**config.mk**
```make
export PLATFORM = sky130hd
export DESIGN_NAME = wb_regfile_flat
export DESIGN_NICKNAME = d
export VERILOG_FILES = /design/src/rtl/wb_regfile_if.sv /design/src/rtl/wb_regfile.sv /design/src/flat_wrapper.sv
export SDC_FILE = /design/constraint.sdc
export NUM_CORES = 2
export LEC_CHECK = 0
export BUFFER_PORTS_ARGS = -buffer_cell sky130_fd_sc_hd__buf_2
export CAP_MARGIN = 5
export CORE_UTILIZATION = 57
export DETAILED_ROUTE_END_ITERATION = 7
export HOLD_SLACK_MARGIN = 0.15
export PLACE_DENSITY_LB_ADDON = 0.15
export SYNTH_ARGS = -nofsm -noshare
export SYNTH_HDL_FRONTEND = slang
export SYNTH_SLANG_ARGS = --single-unit
```
**constraint.sdc**
```tcl
create_clock -name clock -period 36.3 [get_ports clock]
set_clock_uncertainty 0.15 [all_clocks]
set_input_delay 5.445 -clock clock [delete_from_list [all_inputs] [get_ports clock]]
set_output_delay 5.445 -clock clock [all_outputs]
set_load 0.01 [all_outputs]
```
**src/rtl/wb_regfile_if.sv**
```systemverilog
// Writeback / register-read bundle between the pipeline and wb_regfile.
// The master side drives the MEM/WB and ID-stage inputs; the slave is the register file.
interface wb_regfile_if #(
    parameter int COUNT_WIDTH = 16
);
    logic [31:0]            read_data_input;
    logic [31:0]            alu_result_input;
    logic [4:0]             write_register_input;
    logic [1:0]             WB_input;
    logic [4:0]             read_register1;
    logic [4:0]             read_register2;
    logic [31:0]            read_data1;
    logic [31:0]            read_data2;
    logic [31:0]            write_data_output;
    logic [COUNT_WIDTH-1:0] write_count;

    modport master (
        output read_data_input, alu_result_input, write_register_input, WB_input,
        output read_register1, read_register2,
        input  read_data1, read_data2, write_data_output, write_count
    );

    modport slave (
        input  read_data_input, alu_result_input, write_register_input, WB_input,
        input  read_register1, read_register2,
        output read_data1, read_data2, write_data_output, write_count
    );
endinterface

```
**src/rtl/wb_regfile.sv**
```systemverilog
// 32x32 register file with writeback mux and saturating retired-write counter.
// Optional macro WB_BYPASS_EN adds same-cycle write-to-read bypass on both read ports.
module wb_regfile #(
    parameter int COUNT_WIDTH = 16
) (
    input  logic          clock,
    input  logic          startin,
    wb_regfile_if.slave   wb
);

    logic [31:0]            regs_q [31:1];
    logic [COUNT_WIDTH-1:0] count_q;
    logic [COUNT_WIDTH-1:0] count_d;
    logic [31:0]            wdata;
    logic                   wr_en;
    logic [31:0]            rd1;
    logic [31:0]            rd2;

    assign wdata = wb.WB_input[0] ? wb.read_data_input : wb.alu_result_input;
    assign wr_en = wb.WB_input[1] && (wb.write_register_input != 5'd0) && !startin;

    // Counter stops at all-ones rather than wrapping.
    always_comb begin
        count_d = count_q;
        if (wr_en && (count_q != {COUNT_WIDTH{1'b1}})) begin
            count_d = count_q + COUNT_WIDTH'(1);
        end
    end

    always_ff @(posedge clock or posedge startin) begin
        if (startin) begin
            for (int i = 1; i < 32; i++) begin
                regs_q[i] <= '0;
            end
            count_q <= '0;
        end else begin
            if (wr_en) begin
                regs_q[wb.write_register_input] <= wdata;
            end
            count_q <= count_d;
        end
    end

    // Reads are forced to zero during reset and for index 0.
    always_comb begin
        rd1 = '0;
        rd2 = '0;
        if (!startin) begin
            if (wb.read_register1 != 5'd0) begin
                rd1 = regs_q[wb.read_register1];
            end
            if (wb.read_register2 != 5'd0) begin
                rd2 = regs_q[wb.read_register2];
            end
`ifdef WB_BYPASS_EN
            if (wr_en && (wb.write_register_input == wb.read_register1)) begin
                rd1 = wdata;
            end
            if (wr_en && (wb.write_register_input == wb.read_register2)) begin
                rd2 = wdata;
            end
`endif
        end
    end

    assign wb.read_data1        = rd1;
    assign wb.read_data2        = rd2;
    assign wb.write_data_output = wdata;
    assign wb.write_count       = count_q;

`ifndef SYNTHESIS
    // An unknown RegWrite would make the write decision meaningless.
    regWriteKnown: assert property (@(posedge clock) disable iff (startin)
                                    !$isunknown(wb.WB_input[1]));
`endif

endmodule
```
**src/flat_wrapper.sv**
```systemverilog
// flat-port wrapper written by rule: the top's interface ports become plain ports
module wb_regfile_flat 
#(
    parameter int COUNT_WIDTH = 16
)
  (clock, startin, wb_read_data_input, wb_alu_result_input, wb_write_register_input, wb_WB_input, wb_read_register1, wb_read_register2, wb_read_data1, wb_read_data2, wb_write_data_output, wb_write_count);
  wb_regfile_if #(.COUNT_WIDTH(COUNT_WIDTH)) wb_i ();
  input  logic clock;
  input  logic startin;
  input wire logic [$bits(wb_i.read_data_input)-1:0] wb_read_data_input;
  input wire logic [$bits(wb_i.alu_result_input)-1:0] wb_alu_result_input;
  input wire logic [$bits(wb_i.write_register_input)-1:0] wb_write_register_input;
  input wire logic [$bits(wb_i.WB_input)-1:0] wb_WB_input;
  input wire logic [$bits(wb_i.read_register1)-1:0] wb_read_register1;
  input wire logic [$bits(wb_i.read_register2)-1:0] wb_read_register2;
  output wire logic [$bits(wb_i.read_data1)-1:0] wb_read_data1;
  output wire logic [$bits(wb_i.read_data2)-1:0] wb_read_data2;
  output wire logic [$bits(wb_i.write_data_output)-1:0] wb_write_data_output;
  output wire logic [$bits(wb_i.write_count)-1:0] wb_write_count;
  assign wb_i.read_data_input = wb_read_data_input;
  assign wb_i.alu_result_input = wb_alu_result_input;
  assign wb_i.write_register_input = wb_write_register_input;
  assign wb_i.WB_input = wb_WB_input;
  assign wb_i.read_register1 = wb_read_register1;
  assign wb_i.read_register2 = wb_read_register2;
  assign wb_read_data1 = wb_i.read_data1;
  assign wb_read_data2 = wb_i.read_data2;
  assign wb_write_data_output = wb_i.write_data_output;
  assign wb_write_count = wb_i.write_count;
  wb_regfile #(.COUNT_WIDTH(COUNT_WIDTH)) u_core (.clock(clock), .startin(startin), .wb(wb_i));
endmodule
```
Yosys cells after proc, flatten, opt, wreduce, memory -nomap -nowiden
Cells that the tools add are included.
- logic and storage cells: 58
- output and inout bits: 112
- flip-flop bits (word level): 1008
- input port bits: 83
- order comparisons: 4
- reductions and logical operators: 8
- add/subtract/negate cells: 1
- muxes and demuxes: 12
- equal/unequal tests: 1
- operator list (operator ; count):
    bitwise mux 992 bit ; 1
    binary-select mux 32 bit (select 5 bit) ; 2
    two-way mux 32 bit ; 8
    demux 32 bit (select 5 bit) ; 1
    less-than comparator 5 x 6 -> 1 bit (second input constant) ; 3
    adder 16 x 1 -> 16 bit (second input constant) ; 1
    inequality test 16 bit (second input constant) ; 1
    nonzero test 5 bit ; 3
    >= comparator 5 x 1 -> 1 bit (second input constant) ; 1
    logical AND 1 bit ; 4
    logical NOT 1 bit ; 1

Depth between registers and ports, before layout
- depth after elaboration: 5
- mapped depth: 10
- mapped depth without buffers: 6

Worst setup path after synthesis
No wires, ideal clock.
- kind: input -> output
- from: in startin
- to: out wb_read_data1[8]
- data arrival time: 30.525 ns
- required time: 30.705 ns
- path buffers: 1
- stages: 6
- setup slack: 0.180 ns
- cell sequence: buf_2 -> inv_1 -> o21ai_2 -> nor2_1 -> o21ai_0 -> o22ai_1
- longest elaborated chain between the ends: 1
- ends and longest elaborated chain (what ; line ; text):
    from (decl) ; flat_wrapper.sv:9 ; input logic startin;
    two-way mux 32 bit ; wb_regfile.sv:48 ; if (!startin) begin
    to (decl) ; flat_wrapper.sv:16 ; output wire logic [$bits(wb_i.read_data1)-1:0] wb_read_data1;
Every way passes these cells.

Worst setup path in the final report
- from: in wb_read_register1[1]
- to: out wb_read_data1[29]
- longest elaborated chain between the ends: 4
- elaborated cells between the ends (all ways): 5
- those cells by class: 4 x mux; 1 x reduce/logical
- ends and longest elaborated chain (what ; line ; text):
    from (decl) ; flat_wrapper.sv:14 ; input wire logic [$bits(wb_i.read_register1)-1:0] wb_read_register1;
    binary-select mux 32 bit (select 5 bit) ; wb_regfile.sv:50 ; rd1 = regs_q[wb.read_register1];
    two-way mux 32 bit (implied by the code) ; wb_regfile.sv:50 ;
    two-way mux 32 bit (*) ; wb_regfile.sv:49 ; if (wb.read_register1 != 5'd0) begin
    two-way mux 32 bit (*) ; wb_regfile.sv:48 ;
Every way passes the cells marked *; elsewhere a longest branch is shown, timed or not. The select of a mux whose other input is x is not followed.

==> qor.yml <==
cts_tree: "built"
hold_class: "register to register"
clock_sinks: 1008
grt_start_max_net_pins: 177
start_util_pct: 58.0
status: "completed"
wl_um: 179000
netlist_area_um2: 52500
critPathLaunch: "wb_read_register1[1]"
fin_crit_ns: 15.63
cap_violations: 0
coreArea_um2: 90600
drcViolationCount: 0
std_cell_rows: 110
crit_arrival_ns: 10.03
drtPass1Iterations: 6
critPathMaxStageDelay_ns: 0.86
synthArstFlopShare_pct: 100
die_h_um: 305
place_hpwl_um: 101000
postSynthCellCount: 4889
via_per_inst: 6.87
cts_buffers: 109
gr-usage-all-layers_pct: 38.8
path_max_fanout: 89
critPathRequiredTime_ns: 30.70
ant_nets: 0
cts_setup_buffers: 0
critPathLaunchType: "primary input"
powerDensity_nw_per_um2: 56.6
crit_buf_inv: 5
area_growth_pct: 10.1
setup_violations: 0
finalWeightedCongestion: 0.870
worstReg2RegStart: "u_core.wb.write_count[0]"
final.setup.tns_ns: 0
synth_edf_count: 0
ys.flop_type: "dfrtp_1"
routedWlPerCell_um: 29.5
syn_nets: 4973
setup.worst_path.end_class: "output pin"
insertion_delay_ns: 0.69
critPathKind: "primary input to output pin"
min_from: "u_core.wb.write_count[5]"
crit_slowest_cell: "buf_4"
syn_avg_cell_area_um2: 10.7
grt-ovfl-total: 0
pre_cts_ws_ns: 20.69
clk_pin_slew_ns: 0.05
initialDrtViolationCount: 5238
rsz0062_at_grt: "no"
htreeDepth: 3
leakagePower_nw: 24.9
cts_root_buf: "clkbuf_16"
grt_pass1_vias: 40900
postCtsHoldBufs: 0
io_buffer_count: 194
seq_area_frac_synth_pct: 48.1
setup_ws_ns: 20.67
synth_area_leaders: "dfrtp_1, mux4_2, a21oi_1, nor2_1, mux2i_1"
worst_pin_slew_ns: 1.28
synth-seq-cells: 1008
dieArea_um2: 93300
ir_drop_v: 0.0000432
max_freq_mhz: 64.0
die_x_um: 305
grt_pass1_wl_um: 266000
yosysWarnings: 0
antenna_found_initial: 6
layout-drive-gt1-share_pct: 20.5
cp_top_family: "buffers and inverters"
relSlewSlack_pct: 15.0
ctsResizeCount: 0
period_share_pct: 43.1
crit_top_cell: "buf_4"
vias: 41700
clockBufferDepth: 3
yosysUniqueCellTypes: 58
crit_chain: "buf_8, buf_4, buf_4, buf_4, mux4_2, a22oi_1, and3_1, a211oi_1, buf_2"
final_util_pct: 63.8
finalNetCount: 4885
synth_area_leader_cell: "dfrtp_1"
yosysTopAreaCellShare_pct: 48.1
io_pins: 195
finalHoldViolCount: 0
drv_slew: 0
==> power by group <==
part | switching [mW] | internal, mW
sequential | 0.157 | 1.32
clock | 0.466 | 0.673
combinational | 0.331 | 0.317
==> final timing paths <==
path / to / slack (ns) / cells past startpoint
max: wb_read_data1[29] / 20.67 / 9
min: u_core.wb.write_count[5] / 0.34 / 1
max reg2reg: u_core.wb.write_count[13] / 34.02 / 6
min reg2reg: u_core.wb.write_count[5] / 0.34 / 1
max in group asynchronous: u_core.regs_q[873] / 26.63 / 6
min in group asynchronous: u_core.regs_q[217] / 5.00 / 2
==> kinds of logic (layout without fill, tap and decap cells) <==
group / Yosys count / after routing / share of synthesized area [%]
and+or+nand+nor: 1257 / 1257 / 9.81
muxes: 649 / 649 / 21.9
buffers and inverters: 537 / 534 / 4.62
adders and majority gates: 1 / 1 / 0.0238
DFF: 1008 / 1008 / 48.1
AOI/OAI and AO/OA: 1423 / 1423 / 15.4
other: 0 / 6 / 0
xor gates and xnor gates: 14 / 14 / 0.234
==> metal layers <==
layer	track usage, %	vias up	share of wire, %	routed length (um)
li1	-	17500	-	-
met1	53.6	21000	38	68200
met2	57.7	2609	45	79800
met3	8.63	550	11	20300
met4	21.1	2	6.0	10700
met5	0	-	0.0061	11
==> state kept, by name, indices dropped and copies added, names as in the netlist <==
| register | cells |
|---|---|
| u_core.regs_q | 992 |
| u_core.wb.write_count | 16 |
==> synthesized netlist by cell type, types with 15 or more instances <==
master    number
dfrtp_1     1008
a221oi_1      62
a21oi_1      722
o21ai_0      325
buf_2        101
nor2b_1       58
buf_1         15
a211oi_1      61
nor2_1       671
mux2i_1      202
mux2_2        55
buf_4         37
clkbuf_1     329
a22oi_1      103
a31oi_1       22
mux4_2       392
and3_1        27
inv_1         35
nand2_1      425
a22o_1        21
o21ai_1       50
buf_6         18
o21a_1        17
==> worst reg2reg max path: stages, from the launching register on <==
cell	delay [ns]
dfrtp_1	0.44
ha_1	0.31
nand3_1	0.16
nor3_1	0.09
or4_1	0.66
nor3_2	0.24
xor2_1	0.15
==> through the flow <==
| stage | hold slack (ns) | cell area [um2] | cells | total power [mW] |
|---|---|---|---|---|
| floorplan | 0.309 | 52500 | 4889 | 1.94 |
| global placement | 0.323 | 54100 | 5866 | 2.10 |
| detailed placement | 0.330 | 54100 | 5866 | 2.13 |
| CTS | 0.337 | 57800 | 6062 | 3.26 |
| global route | 0.358 | 57800 | 6062 | 3.40 |
| finish | 0.337 | 57800 | 6068 | 3.27 |
==> placed cells by master (no fill, tap or decap), types with 22 or more instances in the layout <==
cell type	n
nand2_1	419
and3_1	27
a22oi_1	103
inv_1	34
a221oi_1	62
a31oi_1	22
nor2_1	655
nor2_4	24
a211oi_1	61
nor2b_1	52
dfrtp_1	1008
clkbuf_8	22
clkbuf_1	25
a21oi_1	722
mux4_2	392
mux2i_4	26
buf_4	107
o21ai_0	325
mux2i_1	170
buf_2	187
mux2_2	55
o21ai_1	49
clkbuf_16	111
==> area by class of cell <==
class / instances / area (um2)
fillers: 7314 / 32800
multi-input cells: 3344 / 25400
clock buffers: 158 / 3170
flip-flops and latches: 1008 / 25200
well taps: 1176 / 1470
diodes: 6 / 15.0
repair buffers: 302 / 1880
clock inverters: 38 / 460
inverters: 36 / 143
(Power assumes the default switching activity.)
